==> src/rtl/sr_pulse_gen.sv <==
// sr_pulse_gen: turns two raw pushbuttons into clean, non-overlapping
// active-low S/R command pulses for a downstream NAND SR latch.
// Path per button: 2-flop synchronizer -> debouncer -> rising-edge
// detector -> one-deep pending flag. A four-state FSM serves the flags.
module sr_pulse_gen #(
  parameter int DEB_CYCLES   = 4,
  parameter int PULSE_CYCLES = 3,
  parameter int GAP_CYCLES   = 2
) (
  input  logic clk,
  input  logic rst_n,
  input  logic set_btn,
  input  logic reset_btn,
  output logic S,
  output logic R,
  output logic busy,
  output logic conflict
);

  typedef enum logic [1:0] {IDLE, SET_P, RST_P, GAP} state_t;

  localparam logic [7:0] DEB_LAST   = 8'(DEB_CYCLES - 1);
  localparam logic [3:0] PULSE_LAST = 4'(PULSE_CYCLES - 1);
  localparam logic [3:0] GAP_LAST   = (GAP_CYCLES == 0) ? 4'd0 : 4'(GAP_CYCLES - 1);

  // Channel 0 is set, channel 1 is reset.
  logic [1:0] w_btn;
  logic [1:0] r_sync1, r_sync2;
  logic [1:0] r_deb, r_deb_d;
  logic [7:0] r_deb_cnt [2];
  logic [1:0] r_pend;
  logic [1:0] w_rise, w_clr;

  state_t     r_state, w_state_nxt;
  logic [3:0] r_cnt, w_cnt_nxt;
  logic       w_clr_s, w_clr_r, w_conflict, w_dispatch;
  logic       r_s, r_r, r_busy, r_conflict;

  assign w_btn  = {reset_btn, set_btn};
  assign w_rise = r_deb & ~r_deb_d;
  assign w_clr  = {w_clr_r, w_clr_s};

  // Two-flop synchronizers for both raw buttons.
  // NOTE: sequential state uses non-blocking (<=) so every flop samples the
  // pre-edge value of its neighbours; blocking here would collapse the chain.
  always_ff @(posedge clk or negedge rst_n) begin
    if (!rst_n) begin
      r_sync1 <= '0;
      r_sync2 <= '0;
    end else begin
      r_sync1 <= w_btn;
      r_sync2 <= r_sync1;
    end
  end

  // Debouncers: level flips after DEB_CYCLES consecutive mismatching cycles.
  // NOTE: the small counter array is reset element by element; unlike a RAM it
  // must start at zero or the first press would debounce in the wrong time.
  always_ff @(posedge clk or negedge rst_n) begin
    if (!rst_n) begin
      r_deb   <= '0;
      r_deb_d <= '0;
      for (int i = 0; i < 2; i++) r_deb_cnt[i] <= '0;
    end else begin
      r_deb_d <= r_deb;
      for (int i = 0; i < 2; i++) begin
        if (r_sync2[i] == r_deb[i]) begin
          r_deb_cnt[i] <= '0;
        end else if (r_deb_cnt[i] == DEB_LAST) begin
          r_deb[i]     <= r_sync2[i];
          r_deb_cnt[i] <= '0;
        end else begin
          r_deb_cnt[i] <= r_deb_cnt[i] + 8'd1;
        end
      end
    end
  end

  // One-deep pending flags: a fresh press wins over a same-cycle clear.
  always_ff @(posedge clk or negedge rst_n) begin
    if (!rst_n) r_pend <= '0;
    else        r_pend <= (r_pend & ~w_clr) | w_rise;
  end

  // Next-state logic. The end of GAP (or of a pulse when GAP_CYCLES is 0)
  // dispatches exactly like IDLE so the gap between pulses is GAP_CYCLES.
  // NOTE: every signal gets a default first so no path leaves it unassigned,
  // which would otherwise infer a latch.
  always_comb begin
    w_state_nxt = r_state;
    w_cnt_nxt   = r_cnt;
    w_clr_s     = 1'b0;
    w_clr_r     = 1'b0;
    w_conflict  = 1'b0;
    w_dispatch  = 1'b0;
    case (r_state)
      IDLE: w_dispatch = 1'b1;
      SET_P, RST_P: begin
        if (r_cnt == PULSE_LAST) begin
          if (GAP_CYCLES == 0) begin
            w_dispatch = 1'b1;
          end else begin
            w_state_nxt = GAP;
            w_cnt_nxt   = '0;
          end
        end else begin
          w_cnt_nxt = r_cnt + 4'd1;
        end
      end
      GAP: begin
        if (r_cnt == GAP_LAST) w_dispatch = 1'b1;
        else                   w_cnt_nxt  = r_cnt + 4'd1;
      end
      default: w_state_nxt = IDLE;
    endcase
    if (w_dispatch) begin
      w_state_nxt = IDLE;
      w_cnt_nxt   = '0;
      if (r_pend[0] && r_pend[1]) begin
        w_clr_s    = 1'b1;
        w_clr_r    = 1'b1;
        w_conflict = 1'b1;
      end else if (r_pend[0]) begin
        w_state_nxt = SET_P;
        w_clr_s     = 1'b1;
      end else if (r_pend[1]) begin
        w_state_nxt = RST_P;
        w_clr_r     = 1'b1;
      end
    end
  end

  // State register plus registered outputs decoded from the next state,
  // so S and R come straight from flops and cannot glitch.
  always_ff @(posedge clk or negedge rst_n) begin
    if (!rst_n) begin
      r_state    <= IDLE;
      r_cnt      <= '0;
      r_s        <= 1'b1;
      r_r        <= 1'b1;
      r_busy     <= 1'b0;
      r_conflict <= 1'b0;
    end else begin
      r_state    <= w_state_nxt;
      r_cnt      <= w_cnt_nxt;
      r_s        <= (w_state_nxt != SET_P);
      r_r        <= (w_state_nxt != RST_P);
      r_busy     <= (w_state_nxt != IDLE);
      r_conflict <= w_conflict;
    end
  end

  assign S        = r_s;
  assign R        = r_r;
  assign busy     = r_busy;
  assign conflict = r_conflict;

endmodule

==> config.mk <==
export PLATFORM = sky130hd
export DESIGN_NAME = sr_pulse_gen
export DESIGN_NICKNAME = d
export VERILOG_FILES = /design/src/rtl/sr_pulse_gen.sv
export SDC_FILE = /design/constraint.sdc
export NUM_CORES = 1
export LEC_CHECK = 0
export BUFFER_PORTS_ARGS = -buffer_cell sky130_fd_sc_hd__buf_2
export CORE_UTILIZATION = 40
export DETAILED_ROUTE_END_ITERATION = 10
export SYNTH_ARGS = -nofsm -noshare
export SYNTH_HDL_FRONTEND = slang
export SYNTH_SLANG_ARGS = --single-unit
==> constraint.sdc <==
create_clock -name clk -period 2.6 [get_ports clk]
set_input_delay 0.39 -clock clk [delete_from_list [all_inputs] [get_ports clk]]
set_output_delay 0.39 -clock clk [all_outputs]
set_load 0.02 [all_outputs]
# Word level (Yosys, flattened, before mapping)
# Index checks and enable logic that the tools add are counted.
op_classes:
  addsub: 3
  n_eq_ne: 12
  n_mux: 25
  bitwise_logic: 7
  reduce_logical: 8
op_table:
  columns: ["operator", "n"]
  rows:
  - ["$mux 8", 4]
  - ["$add 8x1->8 const B", 2]
  - ["$eq 8x2->1 const B", 2]
  - ["$mux 2", 6]
  - ["$mux 4", 3]
  - ["$mux 1", 10]
  - ["$pmux 4 s2", 1]
  - ["$reduce_and 2->1", 3]
  - ["$add 4x1->4 const B", 1]
  - ["$and 2x2->2", 2]
  - ["$eq 2x2->1 const B", 2]
  - ["$eq 4x1->1 const B", 1]
  - ["$eq 4x2->1 const B", 1]
  - ["$not 2->2", 2]
  - ["$ne 3x3->1 const B", 1]
  - ["$reduce_bool 3->1", 1]
  - ["$eq 1x1->1", 2]
  - ["$eq 2x1->1 const B", 1]
  - ["$logic_not 2->1", 1]
  - ["$ne 2x1->1 const B", 1]
  - ["$ne 2x2->1 const B", 1]
  - ["$not 1->1", 2]
  - ["$or 2x2->2", 1]
  - ["$pmux 1 s2", 1]
  - ["3 further kinds", 3]
word_totals:
  regBits: 36

# Logic depth before layout (Yosys ltp)
logic_depth:
  depth_word: 7
  ltp_mapped: 7
  ltp_nobuf: 6

# Worst setup path after synthesis
# No wires, ideal clock.
synth_timing:
  kind: "reg-to-reg"
  start: "register r_state[0]"
  end: "register r_cnt[3]"
  setup_ns: 0.096
  arrival_time_ns: 1.379
  setup_slack_ns: 1.125
  stages_incl_launch_ff: 6
  n_path_buf: 1
  period_less_slack_ns: 1.475
  cell_sequence: "dfrtp_1 > ha_1 > and4bb_4 > o21ba_1 > buf_6 > nor4_2"
synth_between:
  elab_chain_len: 4
synth_rtl:
  columns: ["element", "line", "rtl"]
  rows:
  - ["start: declaration", "34", "state_t r_state, w_state_nxt;"]
  - ["start signal: assignment", "144", "r_state <= w_state_nxt;"]
  - ["$eq 2x2->1 (tied with other cells)", "96", "case (r_state)"]
  - ["$pmux 1 s2 or $reduce_or 2->1 (tied branches)", "96", null]
  - ["$ne 3x3->1 (no source line) (tied with other cells)", null, null]
  - ["$reduce_and 2->1 (no source line) or $mux 4 (tied branches)", null, null]
  - ["end signal: assignment", "145", "r_cnt <= w_cnt_nxt;"]
  - ["end: declaration", "35", "logic [3:0] r_cnt, w_cnt_nxt;"]
# Parallel ways exist; a longest one is shown, timed or not.
# A chain may end at the register's enable or synchronous reset.

# Worst setup path in the final report
layout_timing:
  start: "register r_cnt[1]"
  end: "register r_state[0]"
layout_between:
  elab_chain_len: 4
layout_rtl:
  columns: ["element", "line", "rtl"]
  rows:
  - ["$eq 4x1->1 or $eq 4x2->1 (tied branches)", "111, 99", null]
  - ["$mux 1 or $mux 2 (tied branches)", "111, 99", null]
  - ["$pmux 1 s2 or $mux 2 (tied branches)", "96", null]
  - ["$mux 2 *", "116", "if (w_dispatch) begin"]
  - ["named net w_state_nxt[0]", "34", null]
# Mark *: on every way through the listed nets, which the timed path passes. The rest lies on a longest branch.

==> flow_metrics.tcl <==
set metrics [dict create \
    total_leakage_power_nw 0.8304 \
    cp_data_arrival_time_ns 1.87 \
    postCtsHoldBufs 0 \
    num_rows 22 \
    fin_tns_setup_ns 0 \
    cts_root_buf "clkbuf_8" \
    ff2ff_setup_slack_ns 0.93 \
    drc 0 \
    syn_to_final_growth_pct 10.44 \
    period_share_pct 64.41 \
    cp-startpoint "r_cnt[1]" \
    syn-num-nets 158 \
    internal_power_mw 1.198 \
    wirelength_microns 2524 \
    use_met3_pct 5.208 \
    final_common_cell "dfrtp_1" \
    required_ns 2.80 \
    wl_per_cell_microns 12.13 \
    yosys_warnings 0 \
    comb_power_share_pct 34.5 \
    ios 8 \
    post_cts_resize_count 0 \
    setup_viol 0 \
    p_sw_share_pct 36.64 \
    cap_violations 0 \
    final_core_util_pct 47.38 \
    drt-pass1-iter-count 4 \
    grt_overflow 0 \
    n_antenna_cell 0 \
    track_usage_pct 14.95 \
    port_buffers 7 \
    post-cts-setup-buffer-count 0 \
    grt_max_degree 37 \
    status "completed" \
    layout.nets 170 \
    finClkSkew_ns 0.001640 \
    grt_pass1_wl_microns 4740 \
    slew-limit-headroom_pct 48.94 \
    cp_max_fo 9 \
    final_cell_mix "dfrtp_1, nor2_1, xor2_1" \
    start_util_pct 42.90 \
    ant_nets 0 \
    syn_inst 147 \
    netlist_area_sq_mm 0.001618 \
    cts_made_buffers 5 \
    pwr-share-clk_pct 21.2 \
    syn_area_per_cell_sq_um 11.01 \
    fmax_mhz 597.1 \
    h-tree-depth 2 \
    worstMarginPinSlew_ns 0.7659 \
    die_w_microns 65.60 \
    gp_routability_congestion 0.7888 \
    antenna_found_initial 0 \
    startpoint_type "flip-flop" \
    tritoncts "built" \
    min_period_ns 1.675 \
    clock_path_buffers 2 \
    rsz0062_at_grt "no" \
    busiest_layer "met2" \
    hpwl_microns 1767 \
    slew_viol_final 0 \
    cp-end-kind "flip-flop" \
    hold_class "in -> async" \
    reg2reg_depth 6 \
    synth_cell_types 33 \
    netSwitchingPower_mw 0.6929 \
    ys_ff_latch 36 \
    grt_use_met2_pct 22.04 \
    ir_drop_v 0.0004040 \
    routed_via_density 5.120 \
    core_sq_mm 0.003771 \
    first_global_vias 1033 \
    clk_pin_slew_worst_paths_ns 0.07 \
    use_met1_pct 19.40 \
    hold_viol_final 0 \
    crit_type "reg -> reg" \
    power.density_mw_per_mm2 1058 \
    drive_above_1_share_pct 13.13 \
    die_h_microns 65.60 \
    power_frac_seq_pct 44.3 \
    vias 1065 \
    clock_sinks 36 \
    synth_seq_area_share_pct 55.84 \
    rr_startpoint "r_cnt[1]" \
    die_area_sq_mm 0.004303 \
    initialDrtViolationCount 119 \
    worstSkewPairLatency_ns 0.28 \
]
==> final timing paths <==
kind	end
worst min register to register	r_sync2[1]
worst max register to register	r_state[0]
max in group asynchronous	conflict
worst min-delay path	r_cnt[3]
worst max-delay path	r_state[0]
min in group clk	r_sync1[1]
==> kinds of logic (layout without fill, tap and decap cells) <==
kind of cell / count (synthesis) / in the layout / share of synthesized area (%)
simple gates: 59 / 59 / 18.72
fa+ha+maj: 7 / 7 / 5.414
mux: 3 / 3 / 2.011
compound gates: 17 / 17 / 7.038
xor+xnor: 15 / 15 / 8.120
buf+inv: 10 / 23 / 2.861
flops: 36 / 36 / 55.84
==> power by group through the flow <==
| stage | Sequential, mW | Combinational, mW | Clock [mW] |
|---|---|---|---|
| 5_1_grt | 0.865 | 0.760 | 0.437 |
| 6_report | 0.838 | 0.652 | 0.401 |
| 3_3_place_gp | 0.842 | 0.640 | 0 |
| 4_1_cts | 0.839 | 0.658 | 0.415 |
| 3_5_place_dp | 0.847 | 0.652 | 0 |
| 2_1_floorplan | 0.846 | 0.527 | 0 |
==> cells in the mapped netlist, drive strengths merged <==
| library cell | instances | area [sq um] |
|---|---|---|
| and4bb | 1 | 16.27 |
| o21ba | 1 | 10.01 |
| ha | 7 | 87.58 |
| nor4b | 2 | 17.52 |
| and3 | 6 | 37.54 |
| nand4 | 1 | 6.260 |
| nor2 | 22 | 82.58 |
| nand2b | 2 | 12.51 |
| o21bai | 1 | 11.26 |
| nor3b | 2 | 15.01 |
| dfrtp | 34 | 850.8 |
| nor3 | 5 | 25.02 |
| nand2 | 8 | 32.54 |
| o21ai | 4 | 20.02 |
| xnor2 | 4 | 35.03 |
| a311oi | 1 | 8.760 |
| inv | 8 | 30.03 |
| mux2i | 1 | 10.01 |
| a211oi | 1 | 7.510 |
| mux2 | 2 | 22.52 |
| nand3 | 9 | 45.04 |
| o221ai | 1 | 8.760 |
| o22ai | 2 | 12.51 |
| o21a | 1 | 7.510 |
| nor4 | 1 | 12.51 |
| a31oi | 2 | 12.51 |
| xor2 | 11 | 96.34 |
| a21oi | 3 | 15.01 |
| dfstp | 2 | 52.55 |
| buf | 2 | 16.26 |
==> routing by layer <==
metal  vias to the layer above  part of all wire (%)
met4                         0                   2.1
li1                        527                     -
met2                        25                    43
met5                         -                     0
met1                       508                    50
met3                         5                   5.3
==> worst max-delay path, cell delays in order (launching register included) <==
cell      delay, ns
dfrtp_1        0.44
inv_1          0.09
ha_1           0.16
and4bb_4       0.28
o21ba_1        0.34
nand2_2        0.12
o221ai_1       0.17
==> sequential cells by signal, summed over array words and instances, names as in the netlist, 2 cells and up <==
register   count
r_deb_cnt     16
r_cnt          4
r_deb          2
r_deb_d        2
r_pend         2
r_state        2
r_sync1        2
r_sync2        2
==> stage by stage <==
| step | power [mW] | hold WS [ns] | setup WS (ns) | instance area, sq um | std cells |
|---|---|---|---|---|---|
| 6_report | 1.891 | 0.1723 | 0.9253 | 1787 | 208 |
| 5_1_grt | 2.063 | 0.1917 | 0.7585 | 1787 | 208 |
| 4_1_cts | 1.912 | 0.1994 | 0.9242 | 1787 | 208 |
| 3_5_place_dp | 1.500 | 0.3347 | 0.9263 | 1697 | 200 |
| 3_3_place_gp | 1.482 | 0.3336 | 1.005 | 1697 | 200 |
| 2_1_floorplan | 1.373 | 0.09441 | 1.125 | 1618 | 147 |
==> layout make-up <==
class                           count  area (sq um)
Tap cell                           48         60.06
Inverter                            8         30.03
Timing Repair Buffer                7         35.03
Fill cell                         335          1984
Multi-Input combinational cell    101         668.1
Sequential cell                    36         903.4
Clock buffer                        8         90.09
(Power assumes the default switching activity.)
